[src/rtl/multi_clock_divider.sv]
// Multi-channel programmable clock divider: 50% duty divided clocks plus rise ticks.
// Divisor changes are staged in a shadow register and committed at a half-period boundary.
module multi_clock_divider #(
    parameter int unsigned NUM_CH      = 2,
    parameter int unsigned CH_SEL_W    = 1,
    parameter int unsigned CNT_WIDTH   = 24,
    parameter int unsigned DEFAULT_DIV = 5999999
) (
    input  logic                 clk,
    input  logic                 rst,
    input  logic [NUM_CH-1:0]    en,
    input  logic                 sync,
    input  logic                 div_wr,
    input  logic [CH_SEL_W-1:0]  div_ch,
    input  logic [CNT_WIDTH-1:0] div_val,
    output logic [NUM_CH-1:0]    out_clk,
    output logic [NUM_CH-1:0]    out_tick
);

    localparam logic [CNT_WIDTH-1:0] DEF_D = CNT_WIDTH'(DEFAULT_DIV);

    logic wr_valid_c;
    assign wr_valid_c = div_wr && (32'(div_ch) < NUM_CH);

    for (genvar g = 0; g < int'(NUM_CH); g++) begin : g_ch
        logic [CNT_WIDTH-1:0] cnt_q, cnt_d;
        logic [CNT_WIDTH-1:0] act_q, act_d;
        logic [CNT_WIDTH-1:0] shadow_q, shadow_d;
        logic                 pend_q, pend_d;
        logic                 first_q, first_d;
        logic                 clk_q, clk_d;
        logic                 tick_q, tick_d;

        logic                 wr_hit_c;
        logic [CNT_WIDTH-1:0] shadow_nxt_c;
        logic                 pend_nxt_c;
        logic [CNT_WIDTH-1:0] d_eff_c;

        // A write landing this cycle is visible to sync, re-enable and wrap commits.
        assign wr_hit_c     = wr_valid_c && (div_ch == CH_SEL_W'(g));
        assign shadow_nxt_c = wr_hit_c ? div_val : shadow_q;
        assign pend_nxt_c   = wr_hit_c | pend_q;
        assign d_eff_c      = (first_q && pend_nxt_c) ? shadow_nxt_c : act_q;

        always_comb begin
            cnt_d    = cnt_q;
            act_d    = act_q;
            shadow_d = shadow_nxt_c;
            pend_d   = pend_nxt_c;
            first_d  = first_q;
            clk_d    = clk_q;
            tick_d   = 1'b0;
            if (sync) begin
                cnt_d   = '0;
                clk_d   = 1'b0;
                first_d = 1'b0;
                if (pend_nxt_c) begin
                    act_d  = shadow_nxt_c;
                    pend_d = 1'b0;
                end
            end else if (!en[g]) begin
                cnt_d   = '0;
                clk_d   = 1'b0;
                first_d = 1'b1;
            end else begin
                first_d = 1'b0;
                if (first_q && pend_nxt_c) begin
                    act_d  = shadow_nxt_c;
                    pend_d = 1'b0;
                end
                if (cnt_q == d_eff_c) begin
                    cnt_d  = '0;
                    clk_d  = ~clk_q;
                    tick_d = ~clk_q;
                    if (pend_nxt_c) begin
                        act_d  = shadow_nxt_c;
                        pend_d = 1'b0;
                    end
                end else begin
                    cnt_d = cnt_q + CNT_WIDTH'(1);
                end
            end
        end

        always_ff @(posedge clk or posedge rst) begin
            if (rst) begin
                cnt_q    <= '0;
                act_q    <= DEF_D;
                shadow_q <= DEF_D;
                pend_q   <= 1'b0;
                first_q  <= 1'b1;
                clk_q    <= 1'b0;
                tick_q   <= 1'b0;
            end else begin
                cnt_q    <= cnt_d;
                act_q    <= act_d;
                shadow_q <= shadow_d;
                pend_q   <= pend_d;
                first_q  <= first_d;
                clk_q    <= clk_d;
                tick_q   <= tick_d;
            end
        end

        assign out_clk[g]  = clk_q;
        assign out_tick[g] = tick_q;
    end

endmodule

[config.mk]
export PLATFORM = sky130hd
export DESIGN_NAME = multi_clock_divider
export DESIGN_NICKNAME = d
export VERILOG_FILES = /design/src/rtl/multi_clock_divider.sv
export SDC_FILE = /design/constraint.sdc
export NUM_CORES = 1
export LEC_CHECK = 0
export BUFFER_PORTS_ARGS = -buffer_cell sky130_fd_sc_hd__buf_2
export CELL_PAD_IN_SITES_DETAIL_PLACEMENT = 0
export CELL_PAD_IN_SITES_GLOBAL_PLACEMENT = 1
export CORE_MARGIN = 1.5
export CORE_UTILIZATION = 44
export CTS_BUF_LIST = sky130_fd_sc_hd__clkbuf_4 sky130_fd_sc_hd__clkbuf_8 sky130_fd_sc_hd__clkbuf_16
export DETAILED_ROUTE_END_ITERATION = 10
export PLACE_DENSITY_LB_ADDON = 0.1
export SLEW_MARGIN = 20
export SYNTH_ARGS = -nofsm -noshare
export SYNTH_HDL_FRONTEND = slang
export SYNTH_SLANG_ARGS = --single-unit
[constraint.sdc]
create_clock -name clk -period 4.6 [get_ports clk]
set_input_delay 0.92 -clock clk [delete_from_list [all_inputs] [get_ports clk]]
set_output_delay 0.92 -clock clk [all_outputs]
set_load 0.03 [all_outputs]
* After elaboration in Yosys (flattened, before gate mapping)
Index checks and enable logic that the tools add are counted.
** Cells by class
- Reduce and logical (&&, ||, !) cells :: 8
- Equal/unequal tests :: 6
- Bitwise logic cells :: 5
- $add $sub $neg :: 2
- Mux-type cells :: 46
** Operators by type and width (count)
- two-way mux 24 bit :: 20
- adder 24 x 1 -> 24 bit (second input constant) :: 2
- == test 24 bit :: 2
- two-way mux 1 bit :: 26
- != test 3 x 1 -> 1 bit (second input constant) :: 2
- logical AND 1 bit :: 4
- != test 2 x 1 -> 1 bit (second input constant) :: 2
- AND reduction 2 bit :: 2
- nonzero test 2 bit :: 2
- NOT 1 bit :: 3
- bitwise OR 1 bit :: 2
** Word-level totals
- Output and inout bits :: 4
- Flip-flop bits (word level) :: 152
- Bits of input ports :: 31
- Word-level logic and storage cells :: 81

* Logic depth before layout (Yosys ltp)
- Depth after elaboration :: 9
- Gate-level depth with buffers :: 14
- Mapped depth without buffers :: 9

* Worst setup path before layout
Ideal clock, no wire load.
- Kind :: input port to flip-flop
- Start :: input port div_wr
- End :: register g_ch[0].act_q[12]
- Arrival :: 3.252 ns
- Library setup time :: 0.125 ns
- Required time :: 4.475 ns
- Path buffers :: 3
- Stages on the path :: 11
- Slack :: 1.223 ns
- Path through :: nor2b_1 -> buf_6 -> o21a_1 -> buf_2 -> o21ai_0 -> o32ai_1 -> or4b_4 -> nor4_4 -> o31ai_2 -> buf_6 -> mux2_4
** Between the ends
- Longest elaborated chain between the ends :: 8
- Elaborated cells between the ends (all ways) :: 13
- Classes of those cells :: 2 x eq/ne; 7 x mux; 1 x bitwise; 3 x reduce/logical
** Ends and longest elaborated chain
- start: declaration :: line 13 : input logic div_wr,
- logical AND 1 bit * :: line 40 : assign wr_hit_c = wr_valid_c && (div_ch == CH_SEL_W'(g));
- bitwise OR 1 bit :: line 42 : assign pend_nxt_c = wr_hit_c | pend_q;
- logical AND 1 bit :: line 43, 67
- two-way mux 24 bit :: line 43, 67
- == test 24 bit or two-way mux 24 bit (tied branches) :: line 71, 75
- two-way mux 24 bit :: line 71 : if (cnt_q == d_eff_c) begin
- two-way mux 24 bit :: line 61 : end else if (!en[g]) begin
- two-way mux 24 bit :: line 53 : if (sync) begin
- end signal: assignment :: line 96 : act_q <= act_d;
- end: declaration :: line 27 : logic [CNT_WIDTH-1:0] act_q, act_d;
Every way passes the cells marked *; elsewhere a longest branch is shown, timed or not. The select of a mux whose other input is x is not followed.
A chain may end at the register's enable or synchronous reset.

* Worst setup path in the final report
- Start :: input port div_wr
- End :: register g_ch[0].act_q[9]
The elaborated chain is that of the path after synthesis.

==> reports/results.tsv <==
stage	metric	value	unit
timing	grt_setup_unrepaired	false	
pwr	powerDensity	414	mW/mm^2
detailed_routing	wl_met2	12.0	mm
setup_path	worst_path_most_repeated_cell	buf_4	
clock_tree	post_cts_buffers	0	
detailed_routing	ant_nets	0	
setup_path	reg2reg_from	g_ch[0].pend_q	
pwr	p_leak	0.00412	uW
clock_tree	worst_skew_pair.late_latency	0.42	ns
clock_tree	numCtsBuffers	17	
finish	seqCellArea	0.00389	sq mm
clock_tree	cts_buffer_depth	2	
yosys	synth_top_area_cell	dfrtp_1	
yosys	avgSynthCellArea	9.28	sq um
yosys	synth_warnings	0	
setup_path	reg2reg_depth	10	
clock_tree	cts_tree	yes	
detailed_routing	drc	0	
grt	grt_pass1_vias	6767	
grt	grt_usage	24.8	%
pwr	switching_share	28.4	%
setup_path	slowest_delay	0.43	ns
floorplan	die_x	142	um
yosys	syn_nets	952	
clock_tree	cts_root_buf	clkbuf_16	
pwr	pwr-share-clk	37.8	%
place	numPlacedInstances	1177	
setup_path	critPathSlowestCell	or4_4	
setup_path	cp-startpoint	div_wr	
timing	relSlewSlack	45.3	%
clock_tree	postCtsHoldBufs	0	
yosys	ys_seq_area_share	45.5	%
yosys	synthFlopType	dfrtp_1	
detailed_routing	wl_met3	678	um
setup_path	worst-setup-path-type	in -> reg	
timing	fin_setup_tns	0	ns
yosys	synth-async-reset-ratio	100	%
setup_path	setup.worst_path.end_class	flip-flop	
yosys	synthCells	919	
detailed_routing	routed_via_density	5.56	
pwr	switchingPower	1130	uW
finish	layout-drive-gt1-share	22.6	%
finish	multi_input_area	0.00420	sq mm
setup_path	path_cells	buf_2 > nor2b_2 > buf_4 > o21a_1 > o21ai_0 > xnor2_1 > or4_4 > nor4_4 > o31ai_4 > buf_4 > mux2_4	
grt	grt_pass1_wl	37.8	mm
timing	hold_viol	0	
detailed_routing	met1_length	10.3	mm
pwr	ir_drop	263	uV
setup_path	r2r_slack	1.14	ns
grt	grt_max_degree	153	
status	status	completed	
timing	worst_pin_slew	0.820	ns
setup_path	endpoint	g_ch[0].act_q[9]	
detailed_routing	drt_iter0_markers	447	
pwr	pwr-share-comb	17.6	%
timing	fmax	0.279	GHz
clock_tree	clkSlewWorstSetupHoldPaths	0.07	ns
clock_tree	htreeDepth	4	
pwr	pwr-share-seq	44.6	%
floorplan	dieArea	0.0202	sq mm
floorplan	row_count	50	
detailed_routing	wl	23.7	mm
timing	setup_violations	0	
timing	fin_crit	3.58	ns
pwr	p_int	2830	uW
finish	final_nets	969	
clock_tree	post_cts_resized	0	
timing	skew	0.00895	ns
place	hpwl	17.4	mm
finish	num-fill-cells	1753	
place	port_buffers	34	
finish	n_antenna_cell	0	
finish	synthToLayoutAreaGrowth	12.1	%
yosys	synth_edf_count	0	
setup_path	r2r_end	g_ch[0].act_q[9]	
yosys	synth.distinct_cells	63	
setup_path	worstPathRequired	4.91	ns
setup_path	cp_max_fo	24	
detailed_routing	firstDrtPassIters	5	
floorplan	core	0.0188	sq mm
finish	stdcell_count	1209	
yosys	netlist_area	0.00853	sq mm
floorplan	io_pins	35	
setup_path	arrival	3.89	ns
floorplan	die-height	142	um
setup_path	critPathLaunchType	input port	
floorplan	start_util	45.3	%
place	place.gp.congestion	0.916	
detailed_routing	highest_layer	met4	
min_path	hold_class	reg -> reg	
clock_tree	cts.sinks	152	
yosys	yosysTopAreaCellShare	25.2	%
timing	period_share	77.8	%
timing	slew_viol_final	0	
grt	gr-total-overflow	0	
grt	antenna_found_initial	0	
run	max-cap-violations	0	
detailed_routing	routedWlPerCell	19.6	um
detailed_routing	via_count	6721	
yosys	synth_area_leaders	dfrtp_1, dfstp_2, nand2_1	
yosys	ys_seq_elements	152	
==> per-stage QoR <==
stage	hold WS (ns)	setup slack [ns]	utilization [%]	total power, uW	instance area [sq um]
2_1_floorplan	0.446	1.22	-	2250	8540
3_3_place_gp	0.458	0.646	47.5	2470	8940
3_5_place_dp	0.464	0.548	47.5	2490	8940
4_1_cts	0.476	0.997	50.8	3990	9560
5_1_grt	0.489	0.803	50.8	4150	9560
6_report	0.476	1.02	50.8	3960	9560
==> cell usage after synthesis, drive strengths merged, types with 3 or more instances <==
master and instances:
and2 3, nor2 93, o2bb2ai 8, mux2 50, xor2 15, dfrtp 86
buf 31, a32oi 3, a211oi 6, o32ai 3, nor3b 10, nand2b 27
nand4 10, nor2b 3, o21ai 33, nor3 10, dfstp 66, xnor2 33
o21a 9, nand3 52, a22oi 3, nand3b 14, inv 44, a31oi 3
a221oi 16, and3 13, clkbuf 25, a21oi 11, mux2i 24, nor4 10
nand2 158, o22ai 17
==> layout by cell type (no fill, tap or decap), drive strengths merged, types with 11 or more instances in the layout <==
cell type and count:
dfstp 66, mux2i 24, xor2 15, clkbuf 18, nand2 158, o22ai 17
o21ai 33, a221oi 16, buf 54, and3 13, mux2 50, nand2b 27
xnor2 33, nand3 52, inv 50, nand3b 14, a21oi 11, dfrtp 86
nor2 93
==> routing by layer <==
metal	vias to the layer above	track usage, %
li1	3206	-
met1	3348	31.2
met4	0	9.22
met3	40	4.27
met2	127	42.7
met5	-	0
==> how the worst min path moves through the flow <==
stage,start,endpoint,slack [ns],cells past startpoint
global route,g_ch[1].shadow_q[6],g_ch[1].shadow_q[6],0.49,2
CTS,g_ch[1].shadow_q[5],g_ch[1].shadow_q[5],0.48,2
floorplan,g_ch[1].clk_q,g_ch[1].tick_q,0.45,1
global placement,g_ch[1].shadow_q[6],g_ch[1].shadow_q[6],0.46,2
detailed placement,g_ch[1].shadow_q[5],g_ch[1].shadow_q[5],0.46,2
finish,g_ch[1].shadow_q[5],g_ch[1].shadow_q[5],0.48,2
==> power by group through the flow <==
| stage | registers [uW] | clock network (uW) | logic [uW] |
|---|---|---|---|
| 2_1_floorplan | 1710 | 0 | 538 |
| 3_3_place_gp | 1780 | 0 | 689 |
| 3_5_place_dp | 1790 | 0 | 702 |
| 4_1_cts | 1770 | 1520 | 704 |
| 5_1_grt | 1790 | 1590 | 772 |
| 6_report | 1770 | 1500 | 697 |
==> flip-flops by register name, summed over array words and instances (netlist names) <==
| register | cells |
|---|---|
| g_ch.act_q | 48 |
| g_ch.clk_q | 2 |
| g_ch.cnt_q | 48 |
| g_ch.first_q | 2 |
| g_ch.pend_q | 2 |
| g_ch.shadow_q | 48 |
| g_ch.tick_q | 2 |
==> worst max-delay path, delay by kind of cell <==
kind,cells,cell delay [ns]
simple gates,3,1.04
buf+inv,3,0.69
compound gates,3,0.69
mux,1,0.35
xor+xnor,1,0.16
==> cell type report <==
cell class / count / area share, %
multi-input combinational: 667 / 43.9
sequential: 152 / 40.6
clock buffer: 18 / 4.59
timing repair buffer: 54 / 3.74
tap: 260 / 3.40
clock inverter: 14 / 1.95
inverter: 44 / 1.77
==> cell families after synthesis <==
logic type | Yosys count | synth area share [%]
and+or+nand+nor | 414 | 23.0
DFF | 152 | 45.5
AOI/OAI and AO/OA | 129 | 10.5
buffers and inverters | 100 | 5.44
muxes | 74 | 10.3
xor gates and xnor gates | 48 | 4.93
adders and majority gates | 2 | 0.293
(Power assumes the default switching activity.)
